**config.mk**
```make
export PLATFORM = sky130hd
export DESIGN_NAME = rr_arbiter8_flat
export DESIGN_NICKNAME = d
export VERILOG_FILES = /design/src/rtl/rr_arbiter8_if.sv /design/src/rtl/rr_arbiter8.sv /design/src/flat_wrapper.sv
export SDC_FILE = /design/constraint.sdc
export NUM_CORES = 1
export LEC_CHECK = 0
export BUFFER_PORTS_ARGS = -buffer_cell sky130_fd_sc_hd__buf_2
export CAP_MARGIN = 20
export CORE_ASPECT_RATIO = 0.75
export CORE_MARGIN = 2
export CORE_UTILIZATION = 30
export CTS_CLUSTER_DIAMETER = 150
export DETAILED_ROUTE_END_ITERATION = 8
export SLEW_MARGIN = 10
export SYNTH_ARGS = -nofsm -noshare
export SYNTH_HDL_FRONTEND = slang
export SYNTH_SLANG_ARGS = --single-unit
```
**constraint.sdc**
```tcl
create_clock -name clk -period 4.2 [get_ports clk]
set_input_delay 0.42 -clock clk [delete_from_list [all_inputs] [get_ports clk]]
set_output_delay 0.42 -clock clk [all_outputs]
set_load 0.01 [all_outputs]
```
**src/rtl/rr_arbiter8_if.sv**
```systemverilog
// Request/grant bundle between up to eight clients and the round-robin arbiter.
// The master side drives requests; the slave side (the arbiter) returns the grant.
interface rr_arbiter8_if;
    logic [7:0] req;
    logic [7:0] gnt;
    logic [2:0] gnt_idx;
    logic       gnt_valid;
    logic       preempt;

    modport master (
        output req,
        input  gnt,
        input  gnt_idx,
        input  gnt_valid,
        input  preempt
    );

    modport slave (
        input  req,
        output gnt,
        output gnt_idx,
        output gnt_valid,
        output preempt
    );
endinterface

```
**src/rtl/rr_arbiter8.sv**
```systemverilog
// Eight-client round-robin arbiter with registered one-hot/binary grant and a
// hold-time watchdog that hands the resource to a waiting client after MAX_HOLD cycles.
module rr_arbiter8 #(
    parameter int unsigned MAX_HOLD = 16
) (
    input  logic          clk,
    input  logic          rst,
    rr_arbiter8_if.slave  bus
);

    localparam logic [7:0] MAX_HOLD_C = 8'(MAX_HOLD);

    typedef enum logic {
        IDLE,
        BUSY
    } state_e;

    state_e     state_q, state_d;
    logic [2:0] last_q, last_d;
    logic [7:0] hold_cnt_q, hold_cnt_d;
    logic [7:0] gnt_q, gnt_d;
    logic [2:0] gnt_idx_q, gnt_idx_d;
    logic       gnt_valid_q, gnt_valid_d;
    logic       preempt_q, preempt_d;

    logic [7:0] owner_mask;
    logic [7:0] cand;
    logic       owner_req;
    logic       timeout;
    logic       win_found;
    logic [2:0] win_idx;
    logic [2:0] probe;

    // While busy the current owner is excluded, so release and timeout share one search.
    always_comb begin
        owner_mask = 8'b1 << last_q;
        cand       = (state_q == BUSY) ? (bus.req & ~owner_mask) : bus.req;
        owner_req  = |(bus.req & owner_mask);
        timeout    = owner_req && (hold_cnt_q == MAX_HOLD_C) && (|cand);
    end

    always_comb begin
        win_found = 1'b0;
        win_idx   = '0;
        probe     = '0;
        for (int unsigned k = 1; k <= 8; k++) begin
            probe = last_q + 3'(k);
            if (!win_found && cand[probe]) begin
                win_found = 1'b1;
                win_idx   = probe;
            end
        end
    end

    always_comb begin
        state_d     = state_q;
        last_d      = last_q;
        hold_cnt_d  = hold_cnt_q;
        gnt_d       = gnt_q;
        gnt_idx_d   = gnt_idx_q;
        gnt_valid_d = gnt_valid_q;
        preempt_d   = 1'b0;

        unique case (state_q)
            IDLE: begin
                if (win_found) begin
                    state_d     = BUSY;
                    last_d      = win_idx;
                    hold_cnt_d  = 8'd1;
                    gnt_d       = 8'b1 << win_idx;
                    gnt_idx_d   = win_idx;
                    gnt_valid_d = 1'b1;
                end
            end
            BUSY: begin
                if (!owner_req || timeout) begin
                    if (win_found) begin
                        last_d      = win_idx;
                        hold_cnt_d  = 8'd1;
                        gnt_d       = 8'b1 << win_idx;
                        gnt_idx_d   = win_idx;
                        gnt_valid_d = 1'b1;
                        // Owner still requesting here means this handover is a preemption.
                        preempt_d   = owner_req;
                    end else begin
                        state_d     = IDLE;
                        hold_cnt_d  = '0;
                        gnt_d       = '0;
                        gnt_idx_d   = '0;
                        gnt_valid_d = 1'b0;
                    end
                end else if (hold_cnt_q < MAX_HOLD_C) begin
                    hold_cnt_d = hold_cnt_q + 8'd1;
                end
            end
        endcase
    end

    always_ff @(posedge clk) begin
        if (rst) begin
            state_q     <= IDLE;
            last_q      <= '1;
            hold_cnt_q  <= '0;
            gnt_q       <= '0;
            gnt_idx_q   <= '0;
            gnt_valid_q <= 1'b0;
            preempt_q   <= 1'b0;
        end else begin
            state_q     <= state_d;
            last_q      <= last_d;
            hold_cnt_q  <= hold_cnt_d;
            gnt_q       <= gnt_d;
            gnt_idx_q   <= gnt_idx_d;
            gnt_valid_q <= gnt_valid_d;
            preempt_q   <= preempt_d;
        end
    end

    assign bus.gnt       = gnt_q;
    assign bus.gnt_idx   = gnt_idx_q;
    assign bus.gnt_valid = gnt_valid_q;
    assign bus.preempt   = preempt_q;

endmodule
```
**src/flat_wrapper.sv**
```systemverilog
// flat-port wrapper written by rule: the top's interface ports become plain ports
module rr_arbiter8_flat 
#(
    parameter int unsigned MAX_HOLD = 16
)
  (clk, rst, bus_req, bus_gnt, bus_gnt_idx, bus_gnt_valid, bus_preempt);
  rr_arbiter8_if bus_i ();
  input  logic clk;
  input  logic rst;
  input wire logic [$bits(bus_i.req)-1:0] bus_req;
  output wire logic [$bits(bus_i.gnt)-1:0] bus_gnt;
  output wire logic [$bits(bus_i.gnt_idx)-1:0] bus_gnt_idx;
  output wire logic [$bits(bus_i.gnt_valid)-1:0] bus_gnt_valid;
  output wire logic [$bits(bus_i.preempt)-1:0] bus_preempt;
  assign bus_i.req = bus_req;
  assign bus_gnt = bus_i.gnt;
  assign bus_gnt_idx = bus_i.gnt_idx;
  assign bus_gnt_valid = bus_i.gnt_valid;
  assign bus_preempt = bus_i.preempt;
  rr_arbiter8 #(.MAX_HOLD(MAX_HOLD)) u_core (.clk(clk), .rst(rst), .bus(bus_i));
endmodule
```
==> results <==
- The run finished with clean final reports.
- The number of synthesized register bits is 25.
- The synthesized-area fraction occupied by ao, oa, aoi and oai cells is about a third.
- The buffer cell driving the clock tree root is sky130_fd_sc_hd__clkbuf_16.
- After the first detailed-routing iteration, the DRC count stood at 243.
- CTS built an H-tree with a depth of 1.
- For this configuration, the core starts out at a cell density of slightly above 30%.
- The first global-routing pass estimated 12.30 mm of wire.
- By area, the combinational part of the netlist is dominated by compound AO/OA/AOI/OAI gates.
- The HPWL after detailed placement is approximately 5.5 mm.
- The share of synthesized area occupied by flip-flops and latches is 19.51%.
- The pin count of the biggest net entering global routing is 32.
- Setup total negative slack on the finished layout was measured at 0 ns.
- The worst endpoint data arrival time is around 3.8 ns.
- The number of global-route vias before repair is around 2400.
- The clock slew seen by the registers of the worst setup and hold paths is 0.06 ns.
- The maximum operating frequency is between 200 and 300 MHz.
- The leakage power summed over all cells is 1.089 nW.
- The count of final setup violators is 0.
- STA puts the critical path data required time at between 4 and 5 ns.
- The number of nets in the layout is about 330.
- The min-delay analysis places its worst path in the category register to register.
- For this block, the via count after detailed routing is ~2600.
- The later-pin clock latency in the skew report is approximately 0.25 ns.
- The synthesized design contains 0 enable-type register cells.
- The die covers a little over 9000 um^2.
- Buffers inserted to repair hold after CTS numbered 0.
- The overall fraction of global-route tracks in use is 15.82%.
- Dividing the synthesized area by the synthesized cell count gives ~8.6 um^2.
- The die boundary width is about 110 um.
- The worst setup path is launched from a register.
- The vertical die dimension is approximately 84 um.
- The cell count after synthesis came out at around 300.
- The TritonCTS buffer count is 3.
- Compared with the post-synthesis result, the final layout area differs by 8.439%.
- The count of buffers from port buffering is 22.
- The sort of element at the end of the critical path is a register.
- In this run the deepest clock path goes through 2 buffers.
- The core region is ~8400 um^2.
- The number of failing hold endpoints at the final stage was 0.
- The total of max-cap violations is 0.
- Of all flip-flops after synthesis, the portion carrying an async set or reset was 0%.
- The power density over cell area is about 950 nW/um^2.
- Gates resized during post-CTS repair numbered 0.
- IR analysis of the VDD net gives a maximum drop of approximately 310 uV.
- Dividing the detail-routed via count by the number of cells gives slightly above 6.
- The number of antenna violations at the first check in global routing is 0.
- The design draws 0.002632 W.
- In the routed design, unresolved DRC markers number 0.
- The worst pin sits at a relative slew slack of 40.90%.
- Summing the areas of all xor and xnor instances in the mapped netlist gives between 1.5 and 2% of the synthesized area.
- After Yosys synthesis, and, or, nand and nor cells account for a little over a quarter of the synthesized area.
- In this run the core area contains 29 standard-cell rows.
- At the pin with the least slew margin, the transition time is between 0.8 and 0.9 ns.
- The netlist uses slightly below 90 different library cells.
- The tree built by TritonCTS fans out to 25 sinks.
- The max-slew violation count is 0.
- Of the cells placed in the final design, the portion with a size suffix greater than 1 is ~24%.
- The critical path is of the register to register type.
- The final critical path takes up about 87% of the cycle.
- The wire length after detailed routing is 7.469 mm.
- Summing the areas of all fa, ha and maj instances in the mapped netlist gives 4.878% of the synthesized area.
- Among all flip-flop cells after synthesis, the most frequent one is sky130_fd_sc_hd__dfxtp_1.
- The number of antenna diodes in the final layout is 0.
- The multiplexer fraction of the synthesized cell area is roughly 5.1%.
- The post-CTS setup-driven buffer insertion count is 0.
- The worst setup slack for register-to-register paths is approximately 0.56 ns.
- The post-synthesis net count is ~320.
- The mapped netlist covers approximately 2600 um^2.
- Setup repair after global routing left no endpoint under its margin.
- The final critical path time including I/O delays and setup is between 3 and 4 ns.
- Dividing the detail-routed wire length by the instance count gives between 15 and 20 um.
- On the final layout, the worst clock skew is 0.001791 ns.
- For this run, the number of Yosys warnings is 0.
- The top fanout value on the critical path is 31.
- Global routing finished with a remaining overflow of 0.
- In this run the remaining antenna-violating nets after routing total 0.
- The first detailed-routing pass took 5 iterations.
- The CTS tree is yes.
- The I/O pin total is 23.
- At the end of routability-driven placement, the weighted congestion stood at between 0.9 and 1.
==> cells by family (layout without fill, tap and decap cells) <==
| kind of cell | after synthesis | in the layout |
|---|---|---|
| XOR/XNOR | 4 | 4 |
| AND/OR/NAND/NOR | 115 | 115 |
| AO/OA/AOI/OAI | 107 | 107 |
| adder cells (fa/ha/maj) | 10 | 10 |
| flip-flops | 25 | 25 |
| buffers and inverters | 30 | 43 |
| multiplexers | 8 | 8 |
==> worst paths after layout <==
kind	start	endpoint	depth (start not counted)
worst max register to register	u_core.last_q[0]$_SDFFE_PP1P_	u_core.bus.gnt[2]$_SDFFE_PP0P_	11
worst max-delay path	u_core.last_q[0]$_SDFFE_PP1P_	u_core.bus.gnt[2]$_SDFFE_PP0P_	11
worst min register to register	u_core.bus.gnt_valid$_SDFFE_PP0P_	u_core.bus.gnt_valid$_SDFFE_PP0P_	2
worst min-delay path	u_core.bus.gnt_valid$_SDFFE_PP0P_	u_core.bus.gnt_valid$_SDFFE_PP0P_	2
==> metal layers <==
layer | up-vias | routed length (um) | track usage (%)
li1 | 1209 | - | -
met1 | 1221 | 3563 | 23.26
met2 | 129 | 3212 | 23.87
met3 | 12 | 576 | 2.760
met4 | 0 | 116 | 3.864
met5 | - | 0 | 0
==> critical path: stages (launching register included) <==
cell                       delay (ns)
sky130_fd_sc_hd__dfxtp_1         0.33
sky130_fd_sc_hd__buf_4           0.31
sky130_fd_sc_hd__ha_1            0.25
sky130_fd_sc_hd__ha_1            0.20
sky130_fd_sc_hd__a21boi_2        0.17
sky130_fd_sc_hd__mux4_2          0.59
sky130_fd_sc_hd__a22oi_2         0.22
sky130_fd_sc_hd__and3_4          0.27
sky130_fd_sc_hd__and3_1          0.32
sky130_fd_sc_hd__a41o_1          0.57
sky130_fd_sc_hd__nand3_1         0.17
sky130_fd_sc_hd__o41ai_1         0.11
==> power by group <==
| group | switching [W] | internal (W) |
|---|---|---|
| Combinational | 0.00131 | 0.000795 |
| Sequential | 0.0000295 | 0.000287 |
| Clock | 0.0000770 | 0.000129 |
==> metrics by stage <==
step           setup WS (ns)  instance area [um^2]  hold slack (ns)  std cells  utilization (%)
2_1_floorplan          1.061                  2565           0.4535        299                -
3_3_place_gp          0.6292                  2703           0.4476        416            32.24
3_5_place_dp          0.6202                  2703           0.4509        416            32.24
4_1_cts               0.5870                  2781           0.4596        420            33.18
5_1_grt               0.3040                  2781           0.4675        420            33.18
6_report              0.5579                  2781           0.4569        420            33.18
==> placed cells by master (no fill, tap or decap), drive strengths merged, types with 9 or more instances in the layout <==
master and instances:
inv 9, nor2 14, nor2b 9, dfxtp 25, buf 29, ha 10, nand3 21, nand2 27
a21oi 13, nor3 9, a211oi 11, o21ai 13
==> state kept, by name, summed over array words and instances, names as in the netlist <==
signal,flops
u_core.last_q,3
u_core.bus.gnt_valid,1
u_core.bus.gnt,8
u_core.bus.preempt,1
u_core.state_q,1
u_core.hold_cnt_q,8
u_core.bus.gnt_idx,3
==> area by class of cell <==
cell class,count,area [um^2]
repair buffers,29,162.7
inverters,10,37.54
well taps,108,135.1
fillers,868,5600
clock buffers,4,78.83
multi-input cells,244,1867
flip-flops and latches,25,500.5
==> synthesized netlist by cell type (3+ instances only) <==
library cell,n,area [um^2]
sky130_fd_sc_hd__dfxtp_1,25,500.5
sky130_fd_sc_hd__nand2_1,25,93.84
sky130_fd_sc_hd__nand3_1,20,100.1
sky130_fd_sc_hd__nor2_1,14,52.55
sky130_fd_sc_hd__a21oi_1,13,65.06
sky130_fd_sc_hd__ha_1,10,125.1
sky130_fd_sc_hd__o21ai_0,10,50.05
sky130_fd_sc_hd__a211oi_1,9,67.56
sky130_fd_sc_hd__inv_1,8,30.03
sky130_fd_sc_hd__nor2b_1,8,50.05
sky130_fd_sc_hd__nand4_1,7,43.79
sky130_fd_sc_hd__nor3_1,7,35.03
sky130_fd_sc_hd__clkbuf_1,6,22.52
sky130_fd_sc_hd__clkbuf_8,6,82.58
sky130_fd_sc_hd__o31ai_1,6,45.04
sky130_fd_sc_hd__and3_1,5,31.28
sky130_fd_sc_hd__o211ai_1,5,37.54
sky130_fd_sc_hd__o41ai_1,5,43.79
sky130_fd_sc_hd__a22o_1,4,35.03
sky130_fd_sc_hd__a32oi_1,4,35.03
sky130_fd_sc_hd__and2_1,4,25.02
sky130_fd_sc_hd__buf_2,4,20.02
sky130_fd_sc_hd__mux2i_1,4,40.04
sky130_fd_sc_hd__mux4_2,4,90.09
sky130_fd_sc_hd__a22oi_1,3,22.52
sky130_fd_sc_hd__nand3b_1,3,22.52
sky130_fd_sc_hd__nand3b_4,3,60.06
sky130_fd_sc_hd__o22ai_1,3,18.77
No activity file was read; power rests on OpenSTA's default activity.
